--- config.mk ---
export PLATFORM = sky130hd
export DESIGN_NAME = c17_resp_misr
export DESIGN_NICKNAME = d
export VERILOG_FILES = /design/src/rtl/c17_bist_pkg.sv /design/src/rtl/c17_resp_misr_misr_reg.sv /design/src/rtl/c17_resp_misr.sv
export SDC_FILE = /design/constraint.sdc
export NUM_CORES = 1
export LEC_CHECK = 0
export CAP_MARGIN = 10
export CORE_MARGIN = 4
export CORE_UTILIZATION = 52
export CTS_BUF_LIST = sky130_fd_sc_hd__clkbuf_2
export DETAILED_ROUTE_END_ITERATION = 10
export MAX_ROUTING_LAYER = met4
export PLACE_DENSITY = 0.84
export SYNTH_ARGS = -nofsm -noshare
export SYNTH_HDL_FRONTEND = slang
export SYNTH_SLANG_ARGS = --single-unit
--- constraint.sdc ---
create_clock -name clk -period 2.3 [get_ports clk]
set_input_delay 0.23 -clock clk [delete_from_list [all_inputs] [get_ports clk]]
set_output_delay 0.23 -clock clk [all_outputs]
set_load 0.005 [all_outputs]
--- src/rtl/c17_bist_pkg.sv ---
// Shared types and default constants for the c17 BIST response compactor.
package c17_bist_pkg;

  typedef enum logic [1:0] {
    IDLE    = 2'd0,
    CAPTURE = 2'd1,
    DONE    = 2'd2
  } state_e;

  localparam logic [15:0] DEF_POLY    = 16'h1021;
  localparam logic [15:0] DEF_SEED    = 16'h0000;
  // Exhaustive pattern count for the 5-input c17.
  localparam int          DEF_NUM_PAT = 32;

endpackage

--- src/rtl/c17_resp_misr_misr_reg.sv ---
// Parameterised multiple-input signature register with synchronous load,
// enable and a 2-bit parallel data input folded into the two low bits.
module misr_reg
  import c17_bist_pkg::*;
#(
  parameter int               SIG_W = 16,
  parameter logic [SIG_W-1:0] POLY  = DEF_POLY,
  parameter logic [SIG_W-1:0] SEED  = DEF_SEED
) (
  input  logic             clk,
  input  logic             rst,
  input  logic             load,
  input  logic             en,
  input  logic [1:0]       din,
  output logic [SIG_W-1:0] sig_q,
  output logic [SIG_W-1:0] sig_next
);

  logic [SIG_W-1:0] sig_d;
  logic [SIG_W-1:0] fb_s;

  // Next-state: load wins over a shift-and-fold step.
  always_comb begin
    fb_s  = sig_q[SIG_W-1] ? POLY : {SIG_W{1'b0}};
    sig_d = sig_q;
    if (load) begin
      sig_d = SEED;
    end else if (en) begin
      sig_d = {sig_q[SIG_W-2:0], 1'b0} ^ fb_s ^ SIG_W'(din);
    end else begin
      sig_d = sig_q;
    end
  end

  assign sig_next = sig_d;

  // Signature register.
  always_ff @(posedge clk) begin
    if (rst) begin
      sig_q <= SEED;
    end else begin
      sig_q <= sig_d;
    end
  end

endmodule

--- src/rtl/c17_resp_misr.sv ---
// Response compactor for c17 BIST: control FSM, pattern counter and MISR.
// Optional golden-signature comparator enabled by C17_MISR_GOLDEN_CMP_EN.
module c17_resp_misr
  import c17_bist_pkg::*;
#(
  parameter int               SIG_W   = 16,
  parameter logic [SIG_W-1:0] POLY    = DEF_POLY,
  parameter logic [SIG_W-1:0] SEED    = DEF_SEED,
  parameter int               NUM_PAT = DEF_NUM_PAT,
  parameter int               PAT_W   = 6,
  parameter logic [SIG_W-1:0] GOLDEN  = 16'h0000
) (
  input  logic             clk,
  input  logic             rst,
  input  logic             start,
  input  logic             resp_valid,
  input  logic             N22q,
  input  logic             N23q2,
  output logic             busy,
  output logic             done,
  output logic [SIG_W-1:0] signature,
`ifdef C17_MISR_GOLDEN_CMP_EN
  output logic             pass,
`endif
  output logic [PAT_W-1:0] pat_cnt
);

  localparam logic [PAT_W-1:0] LAST_CNT = PAT_W'(NUM_PAT - 1);

  state_e           state_q, state_d;
  logic [PAT_W-1:0] pat_cnt_q, pat_cnt_d;
  logic             busy_q, busy_d;
  logic             done_q, done_d;
  logic             load_s;
  logic             en_s;
  logic [SIG_W-1:0] sig_q_s;
  logic [SIG_W-1:0] sig_next_s;

  misr_reg #(
    .SIG_W (SIG_W),
    .POLY  (POLY),
    .SEED  (SEED)
  ) u_misr (
    .clk      (clk),
    .rst      (rst),
    .load     (load_s),
    .en       (en_s),
    .din      ({N23q2, N22q}),
    .sig_q    (sig_q_s),
    .sig_next (sig_next_s)
  );

  // FSM and counter next-state; a restart takes priority over any response.
  always_comb begin
    state_d   = state_q;
    pat_cnt_d = pat_cnt_q;
    load_s    = 1'b0;
    en_s      = 1'b0;
    case (state_q)
      IDLE, DONE: begin
        if (start) begin
          state_d   = CAPTURE;
          pat_cnt_d = {PAT_W{1'b0}};
          load_s    = 1'b1;
        end else begin
          state_d   = state_q;
        end
      end
      CAPTURE: begin
        if (resp_valid) begin
          en_s      = 1'b1;
          pat_cnt_d = pat_cnt_q + PAT_W'(1);
          state_d   = (pat_cnt_q == LAST_CNT) ? DONE : CAPTURE;
        end else begin
          state_d   = CAPTURE;
        end
      end
      default: begin
        state_d   = IDLE;
        pat_cnt_d = {PAT_W{1'b0}};
      end
    endcase
    busy_d = (state_d == CAPTURE);
    done_d = (state_d == DONE);
  end

  // Control registers; outputs come straight from flops.
  always_ff @(posedge clk) begin
    if (rst) begin
      state_q   <= IDLE;
      pat_cnt_q <= {PAT_W{1'b0}};
      busy_q    <= 1'b0;
      done_q    <= 1'b0;
    end else begin
      state_q   <= state_d;
      pat_cnt_q <= pat_cnt_d;
      busy_q    <= busy_d;
      done_q    <= done_d;
    end
  end

`ifdef C17_MISR_GOLDEN_CMP_EN
  logic pass_q, pass_d;

  // Compare the signature that will be held in DONE, so pass lands with done.
  always_comb begin
    if (state_d == DONE) begin
      pass_d = (sig_next_s == GOLDEN);
    end else begin
      pass_d = 1'b0;
    end
  end

  // Registered comparator result.
  always_ff @(posedge clk) begin
    if (rst) begin
      pass_q <= 1'b0;
    end else begin
      pass_q <= pass_d;
    end
  end

  assign pass = pass_q;
`endif

  assign busy      = busy_q;
  assign done      = done_q;
  assign signature = sig_q_s;
  assign pat_cnt   = pat_cnt_q;

endmodule

==> impl.org <==
** STA
- Smallest hold slack :: 0.484 ns
- Final Max Tran Viols :: 0
- RSZ-0062 raised after global routing :: false
- Setup violations remaining at the end of the flow were counted as 0.
- Headroom to the max-slew limit came out at 0.534.
- Counting I/O delays and the setup requirement, the final critical path takes 1.71 ns.
- Setup total negative slack on the finished layout was measured at 0 ns.
- Max Freq :: 584 MHz
- Dividing the final minimum period by the clock period gives 0.744.
- The clock arrives with 0.00860 ns of skew.
- The final count of hold timing violations came to 0.
- For the pin with the worst max-slew slack, the measured transition is 0.700 ns.

** Route
- # DRC :: 0
- Average detailed-routed wire length per instance :: 14.1 um
- Via-per-instance ratio :: 5.48
- The routed layout has 959 vias.
- The first TritonRoute pass finished after 5 iterations.
- The detailed router finished its first iteration with 31 violations.
- Wirelength, routed :: 2460 um
- Post-DRT Antenna Nets :: 0

** Clock tree
- Clock tree root driver cell :: clkbuf_2
- The clock passes through at most 2 buffers.
- Number of levels the H-tree was split into :: 1
- Clock latency on the worst-skew pair, taken at its later pin, is 0.35 ns.
- Clock tree synthesis inserted a total of 3 buffers.
- Number of gates resized after CTS :: 0
- Number of clock sinks :: 26
- CTS tree :: done
- In this run, post-CTS hold repair placed 0 buffers.
- Clock-pin slew was measured on the worst setup and hold paths at 0.23 ns.
- Setup fix buffers added after clock tree synthesis :: 0

** Global route
- Antenna violations before repair :: 0
- In the global route stage, overall resource usage came out at 0.201.
- Grt ovf :: 0
- Entering global routing, the biggest net connects 23 pins.
- The via count of the first global-routing pass is 871.
- The first global-routing pass estimated 4060 um of wire.

** Setup path
- Worst Path Arrival :: 1.98 ns
- In this run the critical register-to-register path is launched from state_q[0].
- Worst R2R End :: pat_cnt[2]
- Setup slack of the worst register-to-register path :: 0.59 ns
- Of all nets on the critical path, the largest fanout is 19.
- By startpoint and endpoint, the worst setup path is classified as reg2reg.
- Data required time at the worst endpoint :: 2.57 ns
- The worst setup path is launched from a flop.
- Cells on worst reg2reg path :: 3
- Type of destination of the critical path :: flop
- The critical path starts at state_q[0].

** Logic synthesis
- The Yosys step of the flow raised 0 warnings.
- Counting flops with a built-in enable in the synthesized netlist gives 0.
- After synthesis, the cell types taking the most area are dfxtp_1 (48%), nand2_1 (10%), a21oi_1 (8.3%), xnor2_1 (3.2%), a211oi_1 (2.8%).
- Avg Cell Area, Syn :: 8.84 um2
- Synth cell types :: 31
- The most used flip-flop cell after synthesis is dfxtp_1.
- Summing every instance area after synthesis gives 1090 um2.
- Async S/R FF share, synth :: 0
- After technology mapping, the gate count stands at 123.
- Biggest area consumer among synthesized cells :: dfxtp_1
- After synthesis the netlist holds a flip-flop and latch count of 26.
- Sequential area share after synthesis :: 0.479
- Synthesis produced a netlist with a net count of 130.
- Portion of synthesized cell area occupied by the leading cell type :: 0.479

** Layout
- The finished cells cover 1390 um2.
- Post-synthesis to final-layout area growth :: 28.0%
- Ant. Diodes :: 0
- Final-stage net count :: 157
- For this run, the share of the core covered by cells in the final layout is 0.702.
- Share of post-route cells with drive strength above 1 :: 0.0473

** Run
- Maxcap violations :: 0

** Power
- IR analysis of the VDD net gives a maximum drop of 363 uV.
- Leak pwr :: 0.418 nW
- Power comes to 700 uW.
- Power per cell area :: 503 nW/um2

** Placement
- Cell area after placement :: 1380 um2
- Once detailed placement completed, the half-perimeter wirelength came to 1770 um.
- Buffers placed on the I/O ports in this run total 29.
- Final Wtd Congestion :: 0.789

** Worst hold path
- Launch point of the worst hold path :: u_misr.sig_q[10]
- Counting instances, the worst hold path has a depth of 2.
- Hold Crit Endpoint :: u_misr.sig_q[11]
- Class of the tightest hold or removal check :: reg2reg

** Floorplanning
- The die is 53.7 um wide.
- Total Die Area :: 2890 um2
- Die height :: 53.7 um
- Placement Rows :: 16
- Starting density of the core :: 0.549
- For this design the top-level I/O count stands at 30.
- Core area :: 1980 um2

** Outcome
- Status :: finished, final reports clean
==> cells in the mapped netlist, drive strengths merged, types with 2 or more instances <==
master  instances
a211oi          4
a21oi          18
nor2            5
nand3           2
or4             3
buf             6
nand2          29
o21ai           2
nand2b          3
o31ai           4
xnor2           4
dfxtp          26
clkbuf          2
a221oi          3
==> registers in the layout, indices dropped and copies added, names as in the netlist <==
name / flops
busy: 1
state_q: 2
done: 1
u_misr.sig_q: 16
pat_cnt: 6
==> power breakdown <==
part	internal, mW	switching, mW	leakage (nW)
clock	0.0355	0.130	0.0125
sequential	0.459	0.00893	0.210
combinational	0.0305	0.0367	0.195
==> how the worst max path moves through the flow <==
stage,slack [ns],cells after the start,endpoint
5_1_grt,0.44,3,pat_cnt[4]
6_report,0.59,3,pat_cnt[2]
4_1_cts,0.60,3,pat_cnt[2]
3_5_place_dp,0.51,4,pat_cnt[5]
2_1_floorplan,0.79,4,pat_cnt[4]
3_3_place_gp,0.58,4,pat_cnt[5]
==> logic make-up after synthesis <==
family,share of synthesized area
AO/OA/AOI/OAI,0.184
XOR/XNOR,0.0322
adder cells (fa/ha/maj),0.0115
buffers and inverters,0.0426
flip-flops,0.479
multiplexers,0.00921
AND/OR/NAND/NOR,0.242
==> per-layer routing <==
metal  global-route usage  vias up  part of all wire
met5                    -        -                 0
met4               0.0681        0             0.015
met3               0.0360        5             0.030
met2                0.302       22              0.48
met1                0.269      445              0.47
li1                     -      487                 -
==> worst max-delay path, cell delays in order, from the launching register on <==
cell and delay, ns:
dfxtp_1 0.61, nand2b_1 0.26, nand2b_1 0.40, a221oi_1 0.36
==> cells in the final DEF, fill, tap and decap left out, drive strengths merged, types with 4 or more instances in the layout <==
cell / netlist / layout
a211oi: 4 / 4
a21oi: 18 / 18
nor2: 5 / 5
dfxtp: 26 / 26
o31ai: 4 / 4
clkdlybuf4s50: 0 / 29
nand2: 29 / 29
xnor2: 4 / 4
==> cell type report <==
type | instances | area [um2]
clock buffers | 3 | 15.0
fillers | 153 | 591
inverters | 1 | 3.75
multi-input cells | 88 | 520
flip-flops and latches | 26 | 520
well taps | 27 | 33.8
repair buffers | 30 | 298
==> per-stage QoR <==
step	cells	setup WS, ns
after global placement	172	0.583
final	175	0.589
after floorplan	123	0.792
after detailed placement	172	0.511
after global routing	175	0.439
after CTS	175	0.600
(Power assumes the default switching activity.)
